[config.mk]
export PLATFORM = sky130hd
export DESIGN_NAME = rr_encode_reg
export DESIGN_NICKNAME = d
export VERILOG_FILES = /design/src/rtl/enc_pkg.sv /design/src/rtl/rr_pick.sv /design/src/rtl/rr_encode_reg.sv
export SDC_FILE = /design/constraint.sdc
export NUM_CORES = 1
export LEC_CHECK = 0
export BUFFER_PORTS_ARGS = -buffer_cell sky130_fd_sc_hd__buf_2
export CELL_PAD_IN_SITES_DETAIL_PLACEMENT = 2
export CELL_PAD_IN_SITES_GLOBAL_PLACEMENT = 2
export CORE_ASPECT_RATIO = 1.1
export CORE_UTILIZATION = 24
export CTS_CLUSTER_DIAMETER = 150
export DETAILED_ROUTE_END_ITERATION = 6
export PLACE_DENSITY_LB_ADDON = 0.1
export SLEW_MARGIN = 20
export SYNTH_ARGS = -nofsm -noshare
export SYNTH_HDL_FRONTEND = slang
export SYNTH_HIERARCHICAL = 1
export SYNTH_SLANG_ARGS = --single-unit
[constraint.sdc]
create_clock -name clk -period 1.2 [get_ports clk]
set_input_delay 0.24 -clock clk [delete_from_list [all_inputs] [get_ports clk]]
set_output_delay 0.24 -clock clk [all_outputs]
set_load 0.02 [all_outputs]
[src/rtl/enc_pkg.sv]
// Shared constants and helpers for the request encoders/arbiters.
// Used by rr_pick and rr_encode_reg.
package enc_pkg;

    localparam logic MODE_FIXED = 1'b0;
    localparam logic MODE_RR    = 1'b1;

    // Round-robin pointer advance. It wraps explicitly, so non-power-of-two N never leaves 0..N-1.
    function automatic int ptr_next(input int idx, input int n);
        return (idx == n - 1) ? 0 : idx + 1;
    endfunction

    // True when more than one bit is set (clearing the lowest set bit leaves something).
    function automatic logic multi_hot(input logic [63:0] v);
        return (v & (v - 64'd1)) != 64'd0;
    endfunction

endpackage

[src/rtl/rr_pick.sv]
// Combinational picker: lowest set request bit (fixed mode), or the first set bit
// at or above ptr with wrap-around (round-robin mode).
module rr_pick
    import enc_pkg::*;
#(
    parameter int N = 8,
    parameter int W = $clog2(N)
) (
    input  logic [N-1:0] req,
    input  logic [W-1:0] ptr,
    input  logic         mode,
    output logic [W-1:0] idx,
    output logic         any
);

    logic [N-1:0] hi_mask;
    logic [N-1:0] req_hi;
    logic [W-1:0] idx_hi;
    logic [W-1:0] idx_lo;
    logic         found_hi;

    genvar gi;
    generate
        for (gi = 0; gi < N; gi++) begin : g_mask
            assign hi_mask[gi] = (ptr <= W'(gi));
        end
    endgenerate

    assign req_hi = req & hi_mask;
    assign any    = |req;

    // Scanning downward leaves the lowest set index in each candidate.
    always_comb begin
        idx_hi   = '0;
        idx_lo   = '0;
        found_hi = 1'b0;
        for (int i = N - 1; i >= 0; i--) begin
            if (req[i]) begin
                idx_lo = W'(i);
            end
            if (req_hi[i]) begin
                idx_hi   = W'(i);
                found_hi = 1'b1;
            end
        end
        idx = (mode == MODE_RR && found_hi) ? idx_hi : idx_lo;
    end

endmodule

[src/rtl/rr_encode_reg.sv]
// Registered N-to-log2(N) encoder with fixed-priority or round-robin grant and a valid/ready output.
// RR_ENCODE_ONEHOT_OUT_EN adds a registered one-hot copy of the granted index (out_onehot).
module rr_encode_reg
    import enc_pkg::*;
#(
    parameter int   N    = 8,
    parameter int   W    = $clog2(N),
    parameter logic MODE = MODE_FIXED
) (
    input  logic         clk,
    input  logic         rst,
    input  logic         en,
    input  logic [N-1:0] req,
    input  logic         out_ready,
    output logic         out_valid,
    output logic [W-1:0] out_idx,
    output logic         out_multi
`ifdef RR_ENCODE_ONEHOT_OUT_EN
    ,
    output logic [N-1:0] out_onehot
`endif
);

    logic [W-1:0] ptr_reg;
    logic [W-1:0] pick_idx;
    logic         pick_any;
    logic         cap;

    rr_pick #(
        .N(N),
        .W(W)
    ) u_pick (
        .req (req),
        .ptr (ptr_reg),
        .mode(MODE),
        .idx (pick_idx),
        .any (pick_any)
    );

    // A stalled result blocks capture, so req is ignored until the consumer takes it.
    assign cap = en & pick_any & (~out_valid | out_ready);

    always_ff @(posedge clk or posedge rst) begin
        if (rst) begin
            out_valid  <= 1'b0;
            out_idx    <= '0;
            out_multi  <= 1'b0;
            ptr_reg    <= '0;
`ifdef RR_ENCODE_ONEHOT_OUT_EN
            out_onehot <= '0;
`endif
        end else if (cap) begin
            out_valid  <= 1'b1;
            out_idx    <= pick_idx;
            out_multi  <= multi_hot(64'(req));
            if (MODE == MODE_RR) begin
                ptr_reg <= W'(ptr_next(int'(pick_idx), N));
            end
`ifdef RR_ENCODE_ONEHOT_OUT_EN
            out_onehot <= {{(N-1){1'b0}}, 1'b1} << pick_idx;
`endif
        end else if (out_ready) begin
            out_valid <= 1'b0;
        end
    end

endmodule

# Word-level counts from Yosys, hierarchy flattened
# Cells that the tools add are included.
[totals]
reg_bits = 5
inputBits = 12
out_inout_bits = 5
[classes]
addsub = 1
muxes = 10
bitwise_logic = 5
n_reduce_logical = 3
[ops]
columns = ["cell", "n"]
rows = [
  ["bitwise AND 8 x 64 -> 64 bit", 1],
  ["nonzero test 64 bit", 1],
  ["2-to-1 mux 3 bit", 8],
  ["subtractor 8 x 1 -> 9 bit (second input constant)", 1],
  ["OR reduction 8 bit", 1],
  ["bitwise AND 1 bit", 2],
  ["2-to-1 mux 1 bit", 2],
  ["nonzero test 2 bit", 1],
  ["NOT 1 bit", 1],
  ["OR 1 bit", 1],
]

# Depth between registers and ports, before layout
[depth]
word_depth = 8
ltp_mapped = 7
depth_no_buf = 6

# By module
# Netlist, hierarchy kept.
[modules_own_cells]
columns = ["module", "n_inst", "cells_each", "area_each_um2", "seq_area_each_um2"]
rows = [
  ["rr_encode_reg", 1, 26, 311.5, 125.1],
  ["rr_pick", 1, 42, 245.2, 0.0],
]

# Least setup slack after synthesis
# Ideal clock, no wire load.
[synth_timing]
kind = "input-to-reg"
start = "input req[0]"
end = "register out_multi"
setup_time_ps = 118
arrival_ps = 1379
required_ps = 1082
slack_ps = -297
cell_stages = 4
path_cell_list = "or4_4 -> a2111oi_4 -> nor3_1 -> a21o_1"
[synth_between]
elab_chain_len = 3
elab_cells_between_ends = 6
classes_between = "1 x add/sub; 3 x bitwise; 2 x reduce/logical"
[synth_rtl]
columns = ["item", "line_no", "source"]
rows = [
  ["start: declaration", "rr_encode_reg.sv:13", "input logic [N-1:0] req,"],
  ["subtractor 8 x 1 -> 9 bit / OR reduction 8 bit (equally long branches)", "enc_pkg.sv:15, rr_pick.sv:30", ""],
  ["bitwise AND 8 x 64 -> 64 bit / bitwise AND 1 bit (equally long branches)", "enc_pkg.sv:15, rr_encode_reg.sv:41", ""],
  ["nonzero test 64 bit / bitwise AND 1 bit (equally long branches)", "enc_pkg.sv:15, rr_encode_reg.sv:41", ""],
  ["end signal: assignment", "rr_encode_reg.sv:55", "out_multi <= multi_hot(64'(req));"],
  ["end: declaration", "rr_encode_reg.sv:17", "output logic out_multi"],
]
# Parallel ways exist; a longest one is shown, timed or not.
# A chain may end at the register's enable or synchronous reset.

# Final worst setup path
[layout_timing]
start = "input req[1]"
end = "register out_multi"
# Same word-level chain as after synthesis.

==> flow_metrics.py <==
metrics = {
    "layout": {
        "n_antenna_cell": 0,
        "syn2layout_area_growth_pct": 80.2,
        "nets": 142,
        "drive_gt1_frac": 0.403,
        "final_cell_area_sq_um": 1000,
        "final_cells": 157,
    },
    "power": {
        "p_leak_nw": 0.486,
        "power_mw": 0.785,
        "vdd_drop_max_uv": 651,
        "p_per_area_nw_per_um2": 782,
    },
    "floorplanning": {
        "fp.dieH_um": 52.5,
        "pin_count": 17,
        "core-area_sq_um": 2110,
        "rows": 17,
        "die-area_sq_um": 2520,
        "die_x_um": 47.9,
        "floorplan.initialDensity": 0.264,
    },
    "critical_path": {
        "r2r_end": "out_idx[1]",
        "worstPathMaxFanout": 3,
        "worst_setup_path_end_kind": "flip-flop",
        "arrival_ns": 1.53,
        "rrSetupSlack_ns": -0.06,
        "crit_path_start_kind": "input port",
        "crit_path_max_incr_delay_ns": 0.57,
        "worst_ep_required_time_ns": 1.34,
        "slowest_stage": "or4_4",
        "critPathKind": "in -> reg",
        "r2r_cells": 3,
        "path_cells": "buf_6, or4_4, a2111oi_4, nor3_1, a21o_1",
        "r2r_start": "out_valid",
    },
    "sta": {
        "layout_min_cycle_time_ns": 1.39,
        "drv_slew": 0,
        "finClkSkew_ns": 0.00403,
        "whs_ns": 0.309,
        "final.setup.worst_slack_ns": -0.189,
        "setup_viol": 4,
        "rsz0062_at_grt": "true",
        "hold_violations": 0,
        "max_freq_mhz": 720,
        "min_period_over_period": 1.16,
    },
    "yosys": {
        "synthDistinctLibCells": 30,
        "syn_inst": 68,
        "yosysSeqAreaShare": 0.225,
        "synth_area_sq_um": 557,
        "avgSynthCellArea_sq_um": 8.19,
        "ys_warn_count": 12,
        "async_reset_ff_frac": 1.00,
        "ys.flop_type": "dfrtp_1",
        "synth-seq-cells": 5,
        "synth_edf_count": 0,
    },
    "cts": {
        "htreeDepth": 1,
        "cts_sinks": 5,
        "clockRootBuffer": "clkbuf_4",
        "cts_made_buffers": 3,
        "cts.path.max_buffers": 2,
        "clk_pin_slew_worst_paths_ns": 0.05,
        "cts_tree": "yes",
        "clk_latency_ns": 0.24,
    },
    "run_status": {
        "status": "finished with violations",
        "violations": "negative setup slack",
    },
    "grt": {
        "track_usage": 0.209,
        "gr-total-overflow": 0,
        "grt_pass1_vias": 790,
        "antenna_found_initial": 0,
        "grt_pass1_wl_mm": 3.55,
        "grt_max_degree": 7,
    },
    "hold_path": {
        "hp-start": "out_ready",
        "hold_end": "out_valid",
        "hold_path_depth": 3,
        "hold_class": "in -> reg",
    },
    "placed_design": {
        "post-place-ws_ns": -0.437,
        "place_area_sq_um": 892,
        "place_congestion": 0.740,
        "port_buffers": 16,
        "dp.cells": 148,
        "hpwl_mm": 1.63,
    },
    "detailed_routing": {
        "drt_first_pass_iters": 3,
        "finalWirelength_mm": 2.94,
        "num_vias": 728,
        "wl_per_cell_um": 18.7,
        "remaining_drc_errors": 0,
        "viasPerCell": 4.64,
        "dr.first_iter.drc_count": 2,
        "final_antenna_net_count": 0,
    },
    "flow_run": {
        "cap_violations": 0,
    },
}
worst max-delay path by stage:
stage | start | endpoint | slack, ns | depth (start not counted)
after floorplan | req[3] | out_multi | -0.24 | 4
after global placement | req[3] | out_multi | -0.37 | 5
after detailed placement | req[3] | out_idx[1] | -0.44 | 7
after CTS | req[1] | out_multi | -0.12 | 5
after global routing | req[6] | out_idx[0] | -0.21 | 8
final | req[1] | out_multi | -0.19 | 5
cell usage after synthesis, types with 2 or more instances:
| cell | number | share of area |
|---|---|---|
| nor2b_1 | 3 | 0.034 |
| nand3_1 | 2 | 0.018 |
| nor3_1 | 2 | 0.018 |
| nand2b_1 | 2 | 0.022 |
| a2111oi_4 | 2 | 0.099 |
| mux2_2 | 3 | 0.061 |
| dfrtp_1 | 5 | 0.22 |
| o21bai_1 | 3 | 0.040 |
| inv_1 | 3 | 0.020 |
| o21ai_0 | 4 | 0.036 |
| a21oi_1 | 5 | 0.045 |
| mux2i_1 | 3 | 0.054 |
| nor2_1 | 6 | 0.040 |
| nand2_1 | 8 | 0.054 |
| nor4_1 | 2 | 0.022 |
layout make-up:
cell class | instances | area, sq um
flip-flops and latches | 5 | 126
clock buffers | 4 | 26.3
well taps | 28 | 35.0
fillers | 233 | 1100
inverters | 3 | 11.3
multi-input cells | 81 | 539
repair buffers | 36 | 265
cells by family (layout without fill, tap and decap cells):
logic type	after synthesis	after routing	synth area share
AOI/OAI and AO/OA	22	22	0.337
buffers and inverters	4	43	0.0270
muxes	6	6	0.115
other	1	23	0.00674
adders and majority gates	1	1	0.0180
and+or+nand+nor	29	29	0.272
DFF	5	5	0.225
report_power, final:
group	internal [mW]	switching, mW	total [mW]
Sequential	0.196	0.0210	0.217
Clock	0.126	0.0780	0.204
Combinational	0.163	0.200	0.363
worst max-delay path: cells and delay by family:
kind | cells | cell delay [ns]
buffers and inverters | 1 | 0.10
AOI/OAI and AO/OA | 2 | 0.50
and+or+nand+nor | 2 | 0.68
cell usage in the layout (no fill, tap or decap), types with 3 or more instances in the layout:
cell type	instances
a21oi_1	5
buf_2	14
buf_4	16
buf_6	4
clkbuf_4	3
conb_1	23
dfrtp_1	4
inv_1	3
mux2i_1	3
nand2_1	7
nor2_1	5
o21ai_0	4
o21bai_1	3
per-stage QoR:
step,TNS (ns),util
after floorplan,-0.379,-
after global placement,-1.54,0.424
after detailed placement,-1.86,0.424
after CTS,-0.383,0.452
after global routing,-0.714,0.477
final,-0.635,0.477
registers in the layout, indices dropped and copies added, names as in the netlist:
register	flops
out_multi	1
out_valid	1
out_idx	3
layer usage:
layer	global-route usage	vias to the layer above	part of all wire
met1	0.227	351	0.42
met3	0.0414	6	0.021
met5	0	-	0
li1	-	352	-
met4	0.0417	0	0.030
met2	0.396	19	0.53
timing repair:
action                                  in CTS  in global routing
pin swaps                                    4                  3
hold buffers                                 1                  0
buffers inserted                             1                  3
cloned                                       0                  0
endpoints found under the hold margin        5                  0
resized for setup                            4                  7
endpoints found under the setup margin       4                  4
No activity file was read; power rests on OpenSTA's default activity.
